===== src/rtl/helper_axis_generator.sv =====
// AXIS stream source: emits a counter or Galois-LFSR sequence with a rotating
// valid-throttle pattern, an optional final-beat marker and AXIS hold semantics.
module helper_axis_generator #(
  parameter int                         DATA_WIDTH    = 10,
  parameter int                         COUNT         = 16,
  parameter int                         MODE          = 0,
  parameter logic [DATA_WIDTH-1:0]      START_VALUE   = '0,
  parameter logic [DATA_WIDTH-1:0]      STEP          = DATA_WIDTH'(1),
  parameter logic [DATA_WIDTH-1:0]      POLY          = DATA_WIDTH'('h240),
  parameter int                         PATTERN_WIDTH = 16,
  parameter logic [PATTERN_WIDTH-1:0]   VALID_PATTERN = '1
) (
  input  logic                  clk,
  input  logic                  rst,
  input  logic                  enable,
  output logic                  output_valid,
  output logic [DATA_WIDTH-1:0] output_data,
  output logic                  output_last,
  input  logic                  output_ready,
  output logic                  done,
  output logic [31:0]           sent_count
);

  typedef enum logic [1:0] {IDLE, RUN, DONE} state_t;

  // An all-zero LFSR would lock up, so the seed is forced to 1 in that case.
  localparam logic [DATA_WIDTH-1:0] SEED =
    (MODE == 1 && START_VALUE == '0) ? DATA_WIDTH'(1) : START_VALUE;

  state_t                     state, state_next;
  logic [PATTERN_WIDTH-1:0]   pattern, pattern_next;
  logic [DATA_WIDTH-1:0]      seq, seq_next;
  logic [DATA_WIDTH-1:0]      seq_step;
  logic [31:0]                loaded, loaded_next;
  logic                       valid_next, last_next, done_next;
  logic [DATA_WIDTH-1:0]      data_next;
  logic [31:0]                sent_next;
  logic                       handshake, slot, beats_left;

  always_comb begin
    if (MODE == 1) seq_step = seq[0] ? ((seq >> 1) ^ POLY) : (seq >> 1);
    else           seq_step = seq + STEP;
  end

  assign handshake  = output_valid && output_ready;
  assign beats_left = (COUNT == 0) || (loaded < 32'(COUNT));
  assign slot       = enable && ((state == IDLE) ||
                                 (state == RUN && (!output_valid || handshake)));

  always_comb begin
    // NOTE: every signal gets a default first so no path leaves it unassigned,
    // which would otherwise infer a latch.
    state_next   = state;
    pattern_next = pattern;
    seq_next     = seq;
    loaded_next  = loaded;
    valid_next   = output_valid;
    data_next    = output_data;
    last_next    = output_last;
    done_next    = done;
    sent_next    = handshake ? sent_count + 32'd1 : sent_count;

    case (state)
      IDLE:    if (enable) state_next = RUN;
      RUN:     if (handshake && output_last) state_next = DONE;
      default: state_next = state;
    endcase

    if (state == RUN && handshake && output_last) begin
      valid_next = 1'b0;
      last_next  = 1'b0;
      done_next  = 1'b1;
    end else if (slot) begin
      pattern_next = (pattern >> 1) | (pattern << (PATTERN_WIDTH - 1));
      if (pattern[0] && beats_left) begin
        valid_next  = 1'b1;
        data_next   = seq;
        last_next   = (COUNT != 0) && (loaded == 32'(COUNT - 1));
        seq_next    = seq_step;
        loaded_next = loaded + 32'd1;
      end else begin
        valid_next = 1'b0;
        last_next  = 1'b0;
      end
    end else if (state == RUN && (!output_valid || handshake)) begin
      // enable low with nothing pending: go idle on the bus, pattern frozen
      valid_next = 1'b0;
      last_next  = 1'b0;
    end
  end

  // NOTE: sequential state uses non-blocking assignments so every register
  // samples the pre-edge values, independent of statement order.
  always_ff @(posedge clk) begin
    if (rst) begin
      state        <= IDLE;
      pattern      <= VALID_PATTERN;
      seq          <= SEED;
      loaded       <= '0;
      output_valid <= 1'b0;
      output_data  <= '0;
      output_last  <= 1'b0;
      done         <= 1'b0;
      sent_count   <= '0;
    end else begin
      state        <= state_next;
      pattern      <= pattern_next;
      seq          <= seq_next;
      loaded       <= loaded_next;
      output_valid <= valid_next;
      output_data  <= data_next;
      output_last  <= last_next;
      done         <= done_next;
      sent_count   <= sent_next;
    end
  end

endmodule


===== config.mk =====
export PLATFORM = sky130hd
export DESIGN_NAME = helper_axis_generator
export DESIGN_NICKNAME = d
export VERILOG_FILES = /design/src/rtl/helper_axis_generator.sv
export SDC_FILE = /design/constraint.sdc
export NUM_CORES = 1
export LEC_CHECK = 0
export CAP_MARGIN = 20
export CORE_UTILIZATION = 40
export DETAILED_ROUTE_END_ITERATION = 7
export PLACE_DENSITY = 0.67
export SLEW_MARGIN = 10
export SYNTH_ARGS = -nofsm -noshare
export SYNTH_HDL_FRONTEND = slang
export SYNTH_SLANG_ARGS = --single-unit

===== constraint.sdc =====
create_clock -name clk -period 4.2 [get_ports clk]
set_clock_uncertainty 0.2 [all_clocks]
set_input_delay 0.63 -clock clk [delete_from_list [all_inputs] [get_ports clk]]
set_output_delay 0.63 -clock clk [all_outputs]
set_load 0.005 [all_outputs]

==> results by group <==
Timing
  • Max Clock Freq: 0.372 GHz
  • Slew at the pin closest to its max-slew limit: 0.744 ns
  • Final Hold Fails: 0
  • Setup tns final: 0 ns
  • Hold slack final: 0.270 ns
  • Relative slew slack: 50.2%
  • Period minus WS final: 2.69 ns
  • Final period utilization: 64.1%
  • Final setup fails: 0
  • RSZ-0062 raised after global routing: no
  • Max Slew Vio Count: 0

Global route
  • GRT overflow: 0
  • Antenna violations before repair: 0
  • First-pass GRT wire length: 13,900 microns
  • GRT Total Usage: 15.2%
  • Largest net degree at the start of global routing: 68
  • Vias in the first global route: 3,132

Logic synthesis
  • Mux contribution to synthesized area: 5.22%
  • Mapped Cells: 471
  • Synth top area share: 49.0%
  • Most frequent cells after synthesis: dfxtp_1 (105), nand2_1 (47), nor2b_1 (33)
  • Register area share after synthesis: 49.0%
  • Synth area leader: dfxtp_1
  • Largest cells by area after synthesis: dfxtp_1 (49%), nor2b_1 (4.8%), mux2i_1 (4.4%), nand2_1 (4.1%), nand2b_1 (3.2%)
  • Adder-cell share of the synthesized area: 0.876%
  • XOR/XNOR Fraction of Synth Area: 1.84%
  • Post-Syn Nets: 478
  • Asr flop ratio synth: 0%
  • Post-synth EDFFs: 0
  • Netlist cell types: 37
  • Prevailing post-synth register cell: dfxtp_1
  • Synth Area in Compound Gates: 7.68%
  • Seq cells post-synth: 105
  • Count leader, synth: dfxtp_1
  • Yosys warning count: 0
  • Largest family of logic cells by synthesized area: simple AND/OR/NAND/NOR gates
  • Mapped Area: 0.00429 sq mm
  • Simple-gate share of the synthesized area: 32.0%
  • Mapped Avg Cell Area: 9.10 sq um

Floorplanning
  • Die ar.: 0.0111 sq mm
  • Die H: 106 microns
  • Initial Util: 41.3%
  • Core box area: 0.0104 sq mm
  • Die width: 106 microns
  • Core Rows: 37
  • Boundary Pins: 49

Route
  • Drt initial violations: 111
  • WL met3: 281 microns
  • Top Metal Used: met4
  • # DRC: 0
  • Met1 Routed Length: 3860 microns
  • Met2 WL: 3810 microns
  • Routed length per instance: 12.4 microns
  • Total wire length: 8030 microns
  • Vias per cell: 5.18
  • Antenna Nets Post-Route: 0
  • Vias: 3,347
  • DR pass1 iterations: 4

Final layout
  • FF/Latch Area: 0.00210 sq mm
  • # diodes: 0
  • Post-synthesis to final-layout area growth: 18.4%
  • Final non-filler cell area: 0.00508 sq mm
  • Final nets: 512
  • Fill count: 1,023
  • Finished Layout Cells: 646
  • Area of the multi-input gates: 0.00204 sq mm
  • Layout cells sized above 1: 7.25%

Power
  • LEAKAGE: 1.79 nW
  • Final Power: 0.00182 W
  • Worst vdd ir: 0.000171 V
  • Pwr/cell area: 359 mW/mm^2

Clock tree
  • Hold buffers post-CTS: 0
  • CTS clk-pin slew, worst paths: 0.10 ns
  • Clk_lat worst skew: 0.37 ns
  • Post-CTS sizing: 0
  • CTS tree: built
  • Clock root buffer: clkbuf_8
  • H-tree depth: 3
  • # Post-CTS Setup Buffers: 0
  • CTS sink cnt: 105
  • CTS buffer count: 9
  • Worst-case clock buffer depth: 2

Hold path
  • Hold WC Path Type: register to register

Placed design
  • Placed insts: 630
  • Routability Congestion: 0.745
  • Post-DP HPWL: 5420 microns
  • DP Area: 0.00484 sq mm
  • IO buf count: 48

Flow run
  • Total of max-cap violations: 0

Critical path
  • Critical-path top delay cell: clkdlybuf4s50_1
  • Worst Path Arrival: 2.76 ns
  • Crit path max-delay family: buffers and inverters
  • Crit end category: register
  • Worst setup path class: primary input to register
  • Critical-path cell list: clkdlybuf4s50_1, nor2b_1, o21ai_1, buf_4, nor3_1, mux2_2
  • Worst-path fanout max: 25
  • Required time worst endpoint: 4.27 ns
  • CP peak stage delay: 0.60 ns
  • Critical Path Start Type: primary input
  • CP Buf/Inv Count: 2

Run status
  • Run status: finished, final reports clean
report_power, final:
part           total (W)  internal [W]  switching [W]
combinational  0.0000881     0.0000379      0.0000502
sequential       0.00102       0.00101      0.0000122
clock           0.000710      0.000349       0.000361
flip-flops by register name, indices dropped and copies added, names as in the netlist:
name          count
loaded           32
seq              10
sent_count       32
output_last       1
done              1
output_valid      1
output_data      10
state             2
pattern          16
kinds of logic after synthesis:
family                   Yosys count
AND/OR/NAND/NOR                  239
flip-flops                       105
AO/OA/AOI/OAI                     57
buffers and inverters             36
multiplexers                      22
XOR/XNOR                           9
adder cells (fa/ha/maj)            3
worst paths after layout:
check                                  start          to  slack (ns)  depth (start not counted)
worst max register to register    loaded[23]   loaded[0]        1.56                          4
worst min register to register    loaded[24]  loaded[24]        0.27                          1
worst min-delay path              loaded[24]  loaded[24]        0.27                          1
worst max-delay path            output_ready   loaded[0]        1.51                          6
layer usage:
metal | vias to the layer above | track usage (%)
li1 | 1733 | -
met1 | 1550 | 18.7
met2 | 57 | 26.4
met3 | 7 | 3.71
met4 | 0 | 4.27
met5 | - | 0
stage by stage:
| stage | util (%) | setup slack, ns |
|---|---|---|
| floorplan | - | 1.97 |
| global placement | 46.7 | 1.15 |
| detailed placement | 46.7 | 1.10 |
| CTS | 49.0 | 1.51 |
| global route | 49.0 | 1.26 |
| finish | 49.0 | 1.51 |
cells in the final DEF (no fill, tap or decap), types with 13 or more instances in the layout:
| master | Yosys | layout |
|---|---|---|
| dfxtp_1 | 105 | 105 |
| nand2_1 | 47 | 47 |
| clkdlybuf4s50_1 | 0 | 47 |
| nor2b_1 | 33 | 33 |
| a21oi_1 | 26 | 26 |
| nand2b_1 | 22 | 22 |
| nor2_1 | 20 | 20 |
| mux2i_1 | 19 | 19 |
| nand3b_1 | 16 | 16 |
| nand4_1 | 15 | 15 |
| nor4_1 | 15 | 15 |
| o31ai_1 | 14 | 14 |
| o21ai_0 | 13 | 13 |
| nand3_1 | 13 | 13 |
final cells by class:
cell class / count / area share, %
clock buffer: 9 / 2.44
clock inverter: 7 / 2.14
inverter: 7 / 0.518
multi-input combinational: 330 / 40.2
sequential: 105 / 41.4
tap: 136 / 3.35
timing repair buffer: 52 / 9.96
(Power assumes the default switching activity.)
